$ cat config.mk
export PLATFORM = sky130hd
export DESIGN_NAME = chopper_sequencer
export DESIGN_NICKNAME = d
export VERILOG_FILES = /design/src/rtl/lockin_pkg.sv /design/src/rtl/chop_tick_counter.sv /design/src/rtl/chopper_sequencer.sv
export SDC_FILE = /design/constraint.sdc
export NUM_CORES = 1
export LEC_CHECK = 0
export CAP_MARGIN = 20
export CORE_MARGIN = 10
export CORE_UTILIZATION = 45
export DETAILED_ROUTE_END_ITERATION = 16
export PLACE_DENSITY = 0.67
export SETUP_SLACK_MARGIN = 0.3
export SKIP_CTS_REPAIR_TIMING = 1
export SYNTH_ARGS = -nofsm -noshare
export SYNTH_HDL_FRONTEND = slang
export SYNTH_SLANG_ARGS = --single-unit
$ cat constraint.sdc
create_clock -name clk_in -period 4.1 [get_ports clk_in]
set_input_delay 1.025 -clock clk_in [delete_from_list [all_inputs] [get_ports clk_in]]
set_output_delay 1.025 -clock clk_in [all_outputs]
set_load 0.01 [all_outputs]
$ cat src/rtl/lockin_pkg.sv
// Shared types for the lock-in chopper: sequencer FSM states and the
// quadrant-to-reference lookup.
package lockin_pkg;

  typedef enum logic [1:0] {
    ST_IDLE,
    ST_RUN,
    ST_DRAIN,
    ST_DONE
  } chop_state_t;

  // Packed {ref_i,ref_q} per quadrant, q3 in the top pair down to q0 in the bottom pair.
  localparam logic [7:0] REF_MAP = 8'b00_01_11_10;

  function automatic logic [1:0] ref_pair(input logic [1:0] quad);
    logic [7:0] map;
    map = REF_MAP;
    return map[{quad, 1'b0} +: 2];
  endfunction

endpackage

$ cat src/rtl/chop_tick_counter.sv
// Tick/quadrant counter for the chopper: counts 0..q_len-1 per quadrant,
// flags the last tick of each quadrant and of each full period.
module chop_tick_counter #(
  parameter int DIV_W = 16
) (
  input  logic             clk_in,
  input  logic             rst_in,
  input  logic             load,
  input  logic             en,
  input  logic [DIV_W-1:0] q_len,
  output logic [DIV_W-1:0] tick,
  output logic [1:0]       quadrant,
  output logic             quad_last,
  output logic             period_wrap
);

  logic [DIV_W-1:0] tick_reg;
  logic [1:0]       quad_reg;

  // q_len is never 0 here; the top clamps it to at least 1 when latching.
  assign quad_last   = en && (tick_reg == q_len - DIV_W'(1));
  assign period_wrap = quad_last && (quad_reg == 2'd3);
  assign tick        = tick_reg;
  assign quadrant    = quad_reg;

  always_ff @(posedge clk_in or posedge rst_in) begin
    if (rst_in) begin
      tick_reg <= '0;
      quad_reg <= '0;
    end else if (load) begin
      tick_reg <= '0;
      quad_reg <= '0;
    end else if (en) begin
      if (quad_last) begin
        tick_reg <= '0;
        quad_reg <= quad_reg + 2'd1;
      end else begin
        tick_reg <= tick_reg + DIV_W'(1);
      end
    end
  end

endmodule

$ cat src/rtl/chopper_sequencer.sv
// Lock-in chopper sequencer: quadrature reference generation, period counting,
// blanked sample strobes. Define CHOPPER_CONTINUOUS_EN to make N=0 free-running.
module chopper_sequencer
  import lockin_pkg::*;
#(
  parameter int DIV_W   = 16,
  parameter int CNT_W   = 16,
  parameter int BLANK_W = 8
) (
  input  logic               clk_in,
  input  logic               rst_in,
  input  logic               start_in,
  input  logic               stop_in,
  input  logic [DIV_W-1:0]   quarter_len_in,
  input  logic [CNT_W-1:0]   n_periods_in,
  input  logic [BLANK_W-1:0] blank_in,
  output logic               busy_out,
  output logic               done_out,
  output logic               ref_i_out,
  output logic               ref_q_out,
  output logic [1:0]         quadrant_out,
  output logic               sample_valid_out,
  output logic [CNT_W-1:0]   period_cnt_out
);

  chop_state_t        state_reg, state_next;
  logic [DIV_W-1:0]   q_len_reg;
  logic [CNT_W-1:0]   n_reg;
  logic [BLANK_W-1:0] blank_reg;
  logic [CNT_W-1:0]   period_cnt_reg;

  logic               start_hit;
  logic               active;
  logic               last_period;
  logic [DIV_W-1:0]   tick;
  logic [1:0]         quadrant;
  logic               quad_last;
  logic               period_wrap;
  logic [1:0]         ref_next;

  assign start_hit = (state_reg == ST_IDLE) && start_in;
  assign active    = (state_reg == ST_RUN) || (state_reg == ST_DRAIN);
  assign ref_next  = active ? ref_pair(quadrant) : 2'b00;

  chop_tick_counter #(
    .DIV_W(DIV_W)
  ) u_tick (
    .clk_in      (clk_in),
    .rst_in      (rst_in),
    .load        (start_hit),
    .en          (active),
    .q_len       (q_len_reg),
    .tick        (tick),
    .quadrant    (quadrant),
    .quad_last   (quad_last),
    .period_wrap (period_wrap)
  );

`ifdef CHOPPER_CONTINUOUS_EN
  // N=0 free-runs; the counter may wrap, so it must never match a zero target.
  assign last_period = (n_reg != '0) && (period_cnt_reg + CNT_W'(1) == n_reg);
`else
  assign last_period = (period_cnt_reg + CNT_W'(1) == n_reg);
`endif

  always_comb begin
    state_next = state_reg;
    case (state_reg)
      ST_IDLE: begin
        if (start_in) begin
`ifdef CHOPPER_CONTINUOUS_EN
          state_next = ST_RUN;
`else
          state_next = (n_periods_in == '0) ? ST_DONE : ST_RUN;
`endif
        end
      end
      ST_RUN: begin
        // A stop on the final tick of q3 ends here rather than draining a further period.
        if (period_wrap && (last_period || stop_in)) state_next = ST_DONE;
        else if (stop_in)                            state_next = ST_DRAIN;
      end
      ST_DRAIN: begin
        if (period_wrap) state_next = ST_DONE;
      end
      default: state_next = ST_IDLE;
    endcase
  end

  always_ff @(posedge clk_in or posedge rst_in) begin
    if (rst_in) begin
      state_reg      <= ST_IDLE;
      q_len_reg      <= DIV_W'(1);
      n_reg          <= '0;
      blank_reg      <= '0;
      period_cnt_reg <= '0;
    end else begin
      state_reg <= state_next;
      if (start_hit) begin
        q_len_reg      <= (quarter_len_in == '0) ? DIV_W'(1) : quarter_len_in;
        n_reg          <= n_periods_in;
        blank_reg      <= blank_in;
        period_cnt_reg <= '0;
      end else if (period_wrap) begin
        period_cnt_reg <= period_cnt_reg + CNT_W'(1);
      end
    end
  end

  // Output stage: one-cycle registered view of the sequencer state.
  always_ff @(posedge clk_in or posedge rst_in) begin
    if (rst_in) begin
      busy_out         <= 1'b0;
      done_out         <= 1'b0;
      ref_i_out        <= 1'b0;
      ref_q_out        <= 1'b0;
      quadrant_out     <= 2'd0;
      sample_valid_out <= 1'b0;
      period_cnt_out   <= '0;
    end else begin
      busy_out         <= active;
      done_out         <= (state_reg == ST_DONE);
      ref_i_out        <= ref_next[1];
      ref_q_out        <= ref_next[0];
      quadrant_out     <= active ? quadrant : 2'd0;
      sample_valid_out <= active && (tick >= DIV_W'(blank_reg));
      period_cnt_out   <= period_cnt_reg;
    end
  end

endmodule

=== Word level (Yosys, flattened, before mapping) ===
Index checks and enable logic that the tools add are counted.

* Memories kept: 0
* Bits in latches: 0
* Bits in writable memories: 0
* Word-level logic and storage cells: 61
* Memory bits (read-only): 0
* Input port bits: 44
* Output and inout bits: 23
* Bits in registers: 99

* Add/sub/neg operators: 4
* Multiply operators: 0
* Shifts and indexed selects: 1
* Magnitude comparators: 1
* Muxes and demuxes: 17
* Bitwise operators: 0
* Divide/modulo/power cells: 0
* Equality and inequality tests: 9
* Reductions and logical operators: 15

{| class="wikitable"
|+ Operators by type and width
! operator !! number
|-
| $mux W16 || 6
|-
| $add A16 B1 Y16 const B || 2
|-
| $eq A16 B16 Y1 || 2
|-
| $logic_not A16 Y1 || 2
|-
| $mux W2 || 10
|-
| $ge A16 B8 Y1 || 1
|-
| $sub A16 B1 Y16 const B || 1
|-
| $shiftx A8 B4 Y2 const A || 1
|-
| $eq A2 B2 Y1 const B || 3
|-
| $pmux W2 S3 || 1
|-
| $reduce_bool A2 Y1 || 3
|-
| $logic_and A1 B1 Y1 || 5
|-
| $ne A2 B2 Y1 const B || 2
|-
| $ne A3 B2 Y1 const B || 1
|-
| $reduce_and A3 Y1 || 1
|-
| $add A2 B1 Y2 const B || 1
|-
| $eq A2 B1 Y1 const B || 1
|-
| $logic_not A2 Y1 || 1
|-
| $logic_or A1 B1 Y1 || 2
|-
| $reduce_and A2 Y1 || 1
|}

=== Logic depth before layout (Yosys ltp) ===
Gate-level depths: netlist of the first run.

* Depth after elaboration: 7
* Gate-level depth with buffers: 13
* Gate-level depth less buffers: 10

=== By module ===
A second synthesis of the first run with hierarchy kept.

* Cell total of the unflattened synthesis: 569
* Area total of the unflattened synthesis: 5270.1 sq um

{| class="wikitable"
|+ By module, submodules not included
! module !! seq. area each (sq um) !! cells each !! instances !! area each (sq um)
|-
| chopper_sequencer || 2028.2 || 402 || 1 || 3826.2
|-
| chop_tick_counter || 450.4 || 167 || 1 || 1443.9
|}

=== Least setup slack after synthesis of the first run ===
Ideal clock, no wire load.

* Kind: register to register
* From: reg q_len_reg[1]
* To: reg period_cnt_reg[5]
* Path buffers: 3
* Setup time: 0.078 ns
* Cell stages (with the launch flop): 14
* Required time: 4.022 ns
* Arrival: 3.478 ns
* Clock period less this slack: 3.556 ns
* Slack: 0.544 ns
* Path through: dfrtp_1 -> inv_1 -> ha_1 -> or4b_1 -> buf_2 -> nor3_1 -> xnor2_1 -> nand4_1 -> or4b_2 -> or4_1 -> clkbuf_1 -> buf_2 -> or3_1 -> a21oi_1

* Cells in the longest elaborated chain, start to end: 5

{| class="wikitable"
|+ RTL lines
! what !! RTL line !! source
|-
| start: declaration || chopper_sequencer.sv:27 || <nowiki>logic [DIV_W-1:0] q_len_reg;</nowiki>
|-
| start signal: assignment || chopper_sequencer.sv:100 || <nowiki>q_len_reg <= (quarter_len_in == '0) ? DIV_W'(1) : quarter_len_in;</nowiki>
|-
| $sub A16 B1 Y16 || chop_tick_counter.sv:21 || <nowiki>assign quad_last = en && (tick_reg == q_len - DIV_W'(1));</nowiki>
|-
| $eq A16 B16 Y1 || chop_tick_counter.sv:21 ||
|-
| $logic_and A1 B1 Y1 || chop_tick_counter.sv:21 ||
|-
| $logic_and A1 B1 Y1 || chop_tick_counter.sv:22 || <nowiki>assign period_wrap = quad_last && (quad_reg == 2'd3);</nowiki>
|-
| $reduce_bool A2 Y1 (no line) || -- ||
|-
| end signal: assignment || chopper_sequencer.sv:105 || <nowiki>period_cnt_reg <= period_cnt_reg + CNT_W'(1);</nowiki>
|-
| end: declaration || chopper_sequencer.sv:30 || <nowiki>logic [CNT_W-1:0] period_cnt_reg;</nowiki>
|}

No other way between the ends.
A chain may end at the register's enable or synchronous reset.

=== Final worst setup path of the first run ===
* From: reg q_len_reg[1]
* To: reg period_cnt_reg[12]

The elaborated chain is that of the path after synthesis.

==> results of run 1 <==
==> power groups by stage <==
stage | sequential, mW | clock, mW | combinational, mW
floorplan | 1.41 | 0 | 1.05
global placement | 1.48 | 0 | 1.37
detailed placement | 1.48 | 0 | 1.42
CTS | 1.47 | 0.959 | 1.43
global route | 1.51 | 0.996 | 1.65
finish | 1.47 | 0.946 | 1.45
==> Yosys cell counts (16+ instances only) <==
library cell | number | area share (%)
nand2_1 | 111 | 7.8
dfrtp_1 | 98 | 46
a21oi_1 | 31 | 2.9
clkbuf_1 | 25 | 1.8
o21ai_0 | 24 | 2.3
xnor2_1 | 24 | 3.9
inv_1 | 23 | 1.6
nor2_1 | 23 | 1.6
a31oi_1 | 18 | 2.1
or3_1 | 17 | 2.0
ha_1 | 16 | 3.8
==> cell type report <==
| cell class | instances | area, sq um |
|---|---|---|
| Multi-Input combinational cell | 433 | 2670 |
| Fill cell | 1013 | 5000 |
| Sequential cell | 99 | 2480 |
| Clock inverter | 5 | 82.6 |
| Timing Repair Buffer | 76 | 768 |
| Clock buffer | 11 | 253 |
| Tap cell | 143 | 179 |
| Inverter | 23 | 88.8 |
==> routing by layer <==
layer	share of wire, %	track usage (%)	up-vias
met3	6.8	5.26	22
met2	49	27.1	138
met4	1.9	6.09	0
met5	0	0	-
met1	43	20.7	2159
li1	-	-	2181
==> worst max path at each step <==
stage	start	to	slack, ps	cells past startpoint
floorplan	rst_in	blank_reg[0]	490	1
global placement	q_len_reg[1]	period_cnt_reg[12]	310	11
CTS	q_len_reg[1]	period_cnt_reg[12]	190	11
detailed placement	q_len_reg[1]	period_cnt_reg[12]	210	11
finish	q_len_reg[1]	period_cnt_reg[12]	480	11
global route	q_len_reg[1]	period_cnt_reg[12]	310	11
==> critical path: stages (launching register included) <==
cell and delay, ps:
dfrtp_1 420, inv_2 90, ha_4 160, or4b_4 530
nor3_2 200, xnor2_1 160, nand4_1 110, or4b_2 620
or4_4 440, buf_12 180, or4_1 510, a21oi_1 150
==> per-stage QoR <==
step	cell area, sq um	total power [mW]	worst slack (ps)	util [%]	std cells
global route	6520	4.16	312	56.6	790
CTS	6460	3.86	194	56.1	789
finish	6520	3.87	475	56.6	790
detailed placement	6120	2.90	210	53.2	773
floorplan	5320	2.46	486	-	587
global placement	6120	2.84	306	53.2	773
==> logic make-up (layout without fill, tap and decap cells) <==
group | Yosys count | count (layout) | share of synthesized area, %
compound gates | 111 | 111 | 13.2
flops | 99 | 99 | 46.6
xor+xnor | 39 | 39 | 6.42
fa+ha+maj | 16 | 16 | 3.76
mux | 6 | 6 | 1.13
buf+inv | 55 | 115 | 3.93
simple gates | 261 | 261 | 25.0
==> results.py, run 1 <==
metrics = {
    "run_status": {
        "status": "finished clean",
    },
    "grt": {
        "grt_pass1_vias": 4544,
        "antenna_found_initial": 0,
        "grt_use_total_pct": 16.8,
        "grt_first_pass_wirelength_um": 22600,
        "grt_overflow": 0,
        "grt_max_degree": 82,
    },
    "yosys": {
        "ys_types": 53,
        "netlist_area_sq_mm": 0.00532,
        "synth_area_per_cell_sq_um": 9.07,
        "ys_seq_area_share_pct": 46.6,
        "async_flop_share_pct": 100,
        "synth_edf_count": 0,
        "synth-seq-cells": 99,
        "synth_cells": 587,
        "postSynthNetCount": 647,
        "yosysWarnings": 0,
        "ys.flop_type": "dfrtp_1",
    },
    "floorplanning": {
        "die_w_um": 129,
        "ios": 67,
        "start_util_pct": 46.2,
        "die_h_um": 129,
        "core_sq_mm": 0.0115,
        "row_count": 39,
        "die_area_sq_mm": 0.0166,
    },
    "cts": {
        "cts_buffers": 9,
        "clockBufferDepth": 2,
        "cts_sinks": 99,
        "root_buffer": "clkbuf_16",
        "clk_pin_slew_worst_paths_ps": 70,
        "tritoncts": "done",
        "clk_latency_ps": 350,
        "htreeDepth": 3,
    },
    "detailed_routing": {
        "vias_per_cell": 5.70,
        "antenna_left": 0,
        "drc": 0,
        "drt_iter0_markers": 352,
        "dr.pass1.iters": 5,
        "route.vias.total": 4500,
        "wl_per_cell_um": 17.2,
        "wl_um": 13600,
    },
    "pwr": {
        "powerDensity_mw_per_mm2": 594,
        "share_seq_of_total_power_pct": 38.1,
        "p_clk_share_pct": 24.4,
        "p_int_mw": 2.41,
        "leakage_nw": 2.91,
        "ir_worst_vdd_mv": 0.415,
        "netSwitchingFraction_pct": 37.8,
        "switching_power_mw": 1.46,
        "p_comb_share_pct": 37.5,
    },
    "worst_hold_path": {
        "whs_endpoint": "period_cnt_out[15]",
        "holdCritStartpoint": "period_cnt_reg[15]",
        "holdCritPathClass": "register to register",
        "hold_depth": 0,
    },
    "setup_path": {
        "reg2reg_setup_slack_ps": 480,
        "cp.required_ps": 4370,
        "critPathKind": "register to register",
        "crit_arrival_ps": 3900,
        "end_kind": "register",
        "r2r_start": "q_len_reg[1]",
        "worst-r2r-cell-count": 11,
        "critical_path.max_fanout": 26,
        "startpoint_type": "register",
        "reg2reg_to": "period_cnt_reg[12]",
    },
    "sta": {
        "rsz0062_at_grt": "no",
        "setup_violations": 0,
        "drv_slew": 0,
        "setup_tns_ps": 0,
        "fin_crit_ps": 3620,
        "skew_ps": 8.33,
        "slew_headroom_pct": 47.8,
        "whs_ps": 452,
        "max_freq_ghz": 0.276,
        "fin_crit_sh_pct": 88.4,
        "final_hold_viol_count": 0,
        "worstMarginPinSlew_ps": 773,
    },
    "place": {
        "dp.final_hpwl_um": 9920,
        "portBuffers": 66,
        "gp_congestion": 0.871,
    },
    "final_layout": {
        "final_common_cell": "nand2_1",
        "nets": 702,
        "layout-drive-gt1-share_pct": 6.18,
        "final_cell_mix": "nand2_1, dfrtp_1, clkdlybuf4s50_1, a21oi_1",
        "areaGrowthSynthToFinish_pct": 22.4,
        "n_antenna_cell": 0,
    },
    "flow_run": {
        "maxCapViolCount": 0,
    },
}
(Power assumes the default switching activity.)
==> inputs of run 2 (changes only) <==
Settings changed: CORE_UTILIZATION 45 to 28, PLACE_DENSITY 0.67 to unset.
==> run 2 against run 1 <==
Net effect:
- core utilization is 21 points lower
- sequential share of layout area is 0.56 points lower
- clock-buffer cell count stayed put
- cell count is 12% higher
- global-route usage is 5.6 points lower
- flip-flop and latch count stayed put
- highest routed layer unchanged
==> results.py, run 2 (synthesized netlist as in run 1, its figures left out) <==
metrics = {
    "sta": {
        "worstMarginPinSlew_ps": 701,
        "drv_slew": 0,
        "slew_headroom_pct": 52.7,
        "fin_crit_ps": 3660,
        "skew_ps": 12.5,
        "setup_violations": 0,
        "fin_crit_sh_pct": 89.3,
        "final_hold_viol_count": 0,
        "max_freq_ghz": 0.273,
        "rsz0062_at_grt": "no",
        "setup_slack_ps": 438,
        "setup_tns_ps": 0,
    },
    "setup_path": {
        "crit_path_start": "q_len_reg[1]",
        "crit_arrival_ps": 3940,
        "r2r_start": "q_len_reg[1]",
        "worst-r2r-cell-count": 11,
        "startpoint_type": "register",
        "critPathKind": "register to register",
        "critical_path.max_fanout": 26,
        "end_kind": "register",
        "cp.required_ps": 4380,
        "reg2reg_to": "period_cnt_reg[14]",
        "reg2reg_setup_slack_ps": 440,
    },
    "final_layout": {
        "nets": 702,
        "layout-drive-gt1-share_pct": 6.03,
        "final_cell_mix": "nand2_1, dfrtp_1, clkdlybuf4s50_1, a21oi_1",
        "n_antenna_cell": 0,
        "areaGrowthSynthToFinish_pct": 24.3,
        "post-route-cell-area_sq_mm": 0.00662,
        "final_common_cell": "nand2_1",
    },
    "detailed_routing": {
        "drt_iter0_markers": 250,
        "antenna_left": 0,
        "wl_per_cell_um": 15.3,
        "wl_um": 13500,
        "route.vias.total": 4372,
        "vias_per_cell": 4.96,
        "dr.pass1.iters": 4,
        "drc": 0,
    },
    "floorplanning": {
        "row_count": 50,
        "start_util_pct": 28.5,
        "ios": 67,
        "die_area_sq_mm": 0.0249,
        "die_w_um": 158,
        "die_h_um": 158,
        "core_sq_mm": 0.0187,
    },
    "worst_hold_path": {
        "holdCritStartpoint": "period_cnt_reg[15]",
        "whs_endpoint": "period_cnt_out[15]",
        "hold_depth": 0,
        "holdCritPathClass": "register to register",
    },
    "cts": {
        "tritoncts": "done",
        "cts_sinks": 99,
        "clk_latency_ps": 360,
        "clockBufferDepth": 2,
        "root_buffer": "clkbuf_16",
        "htreeDepth": 3,
        "clk_pin_slew_worst_paths_ps": 70,
        "cts_buffers": 9,
    },
    "grt": {
        "grt_max_degree": 56,
        "grt_first_pass_wirelength_um": 22300,
        "grt_pass1_vias": 4258,
        "grt_overflow": 0,
        "grt_use_total_pct": 11.2,
        "antenna_found_initial": 0,
    },
    "place": {
        "gp_congestion": 0.827,
        "dp.final_hpwl_um": 9920,
        "place_area_sq_mm": 0.00626,
        "portBuffers": 66,
        "dp_slack_ps": 219,
    },
    "run_status": {
        "status": "finished clean",
    },
    "pwr": {
        "leakage_nw": 2.89,
        "total_power_mw": 3.83,
        "ir_worst_vdd_mv": 0.234,
        "powerDensity_mw_per_mm2": 579,
    },
    "flow_run": {
        "maxCapViolCount": 0,
    },
}
-- run 2: worst max-delay path by stage --
stage,slack [ps],depth (start not counted),end
after floorplan,490,1,blank_reg[0]
after global placement,280,11,period_cnt_reg[12]
after detailed placement,220,11,period_cnt_reg[6]
after CTS,190,11,period_cnt_reg[14]
after global routing,300,11,period_cnt_reg[14]
final,440,11,period_cnt_reg[14]
-- run 2: layer usage --
metal  share of wire [%]  GRT usage [%]  routed length [um]  up-vias
li1                    -              -                   -     2188
met5                   0              0                   0        -
met2                  47           17.8                6340       87
met1                  46           14.5                6230     2087
met3                 5.6           3.34                 752       10
met4                 1.1           2.98                 145        0
-- run 2: worst max-delay path, cell delays in order (launching register included) --
cell and delay [ps]:
dfrtp_1 420, inv_2 90, ha_4 160, or4b_4 540, xor2_1 190, nor2_1 100
a31oi_1 110, or4b_2 680, or4_4 440, buf_12 170, or4_1 520, a21oi_2 140
-- run 2: through the flow --
| step | cells | hold WS [ps] | utilization, % |
|---|---|---|---|
| after floorplan | 587 | 352 | - |
| final | 881 | 448 | 35.4 |
| after CTS | 881 | 452 | 35.2 |
| after global routing | 881 | 479 | 35.4 |
| after global placement | 865 | 434 | 33.5 |
| after detailed placement | 865 | 437 | 33.5 |
-- run 2: area by class of cell --
cell class / instances / area (sq um)
Fill cell: 1912 / 12100
Timing Repair Buffer: 76 / 761
Multi-Input combinational cell: 433 / 2680
Clock inverter: 5 / 85.1
Inverter: 23 / 88.8
Clock buffer: 11 / 233
Sequential cell: 99 / 2480
Tap cell: 234 / 293
-- run 2: where the power goes --
| part | switching (mW) | internal [mW] |
|---|---|---|
| clock | 0.372 | 0.538 |
| combinational | 0.831 | 0.619 |
| sequential | 0.247 | 1.22 |
| total | 1.45 | 2.38 |
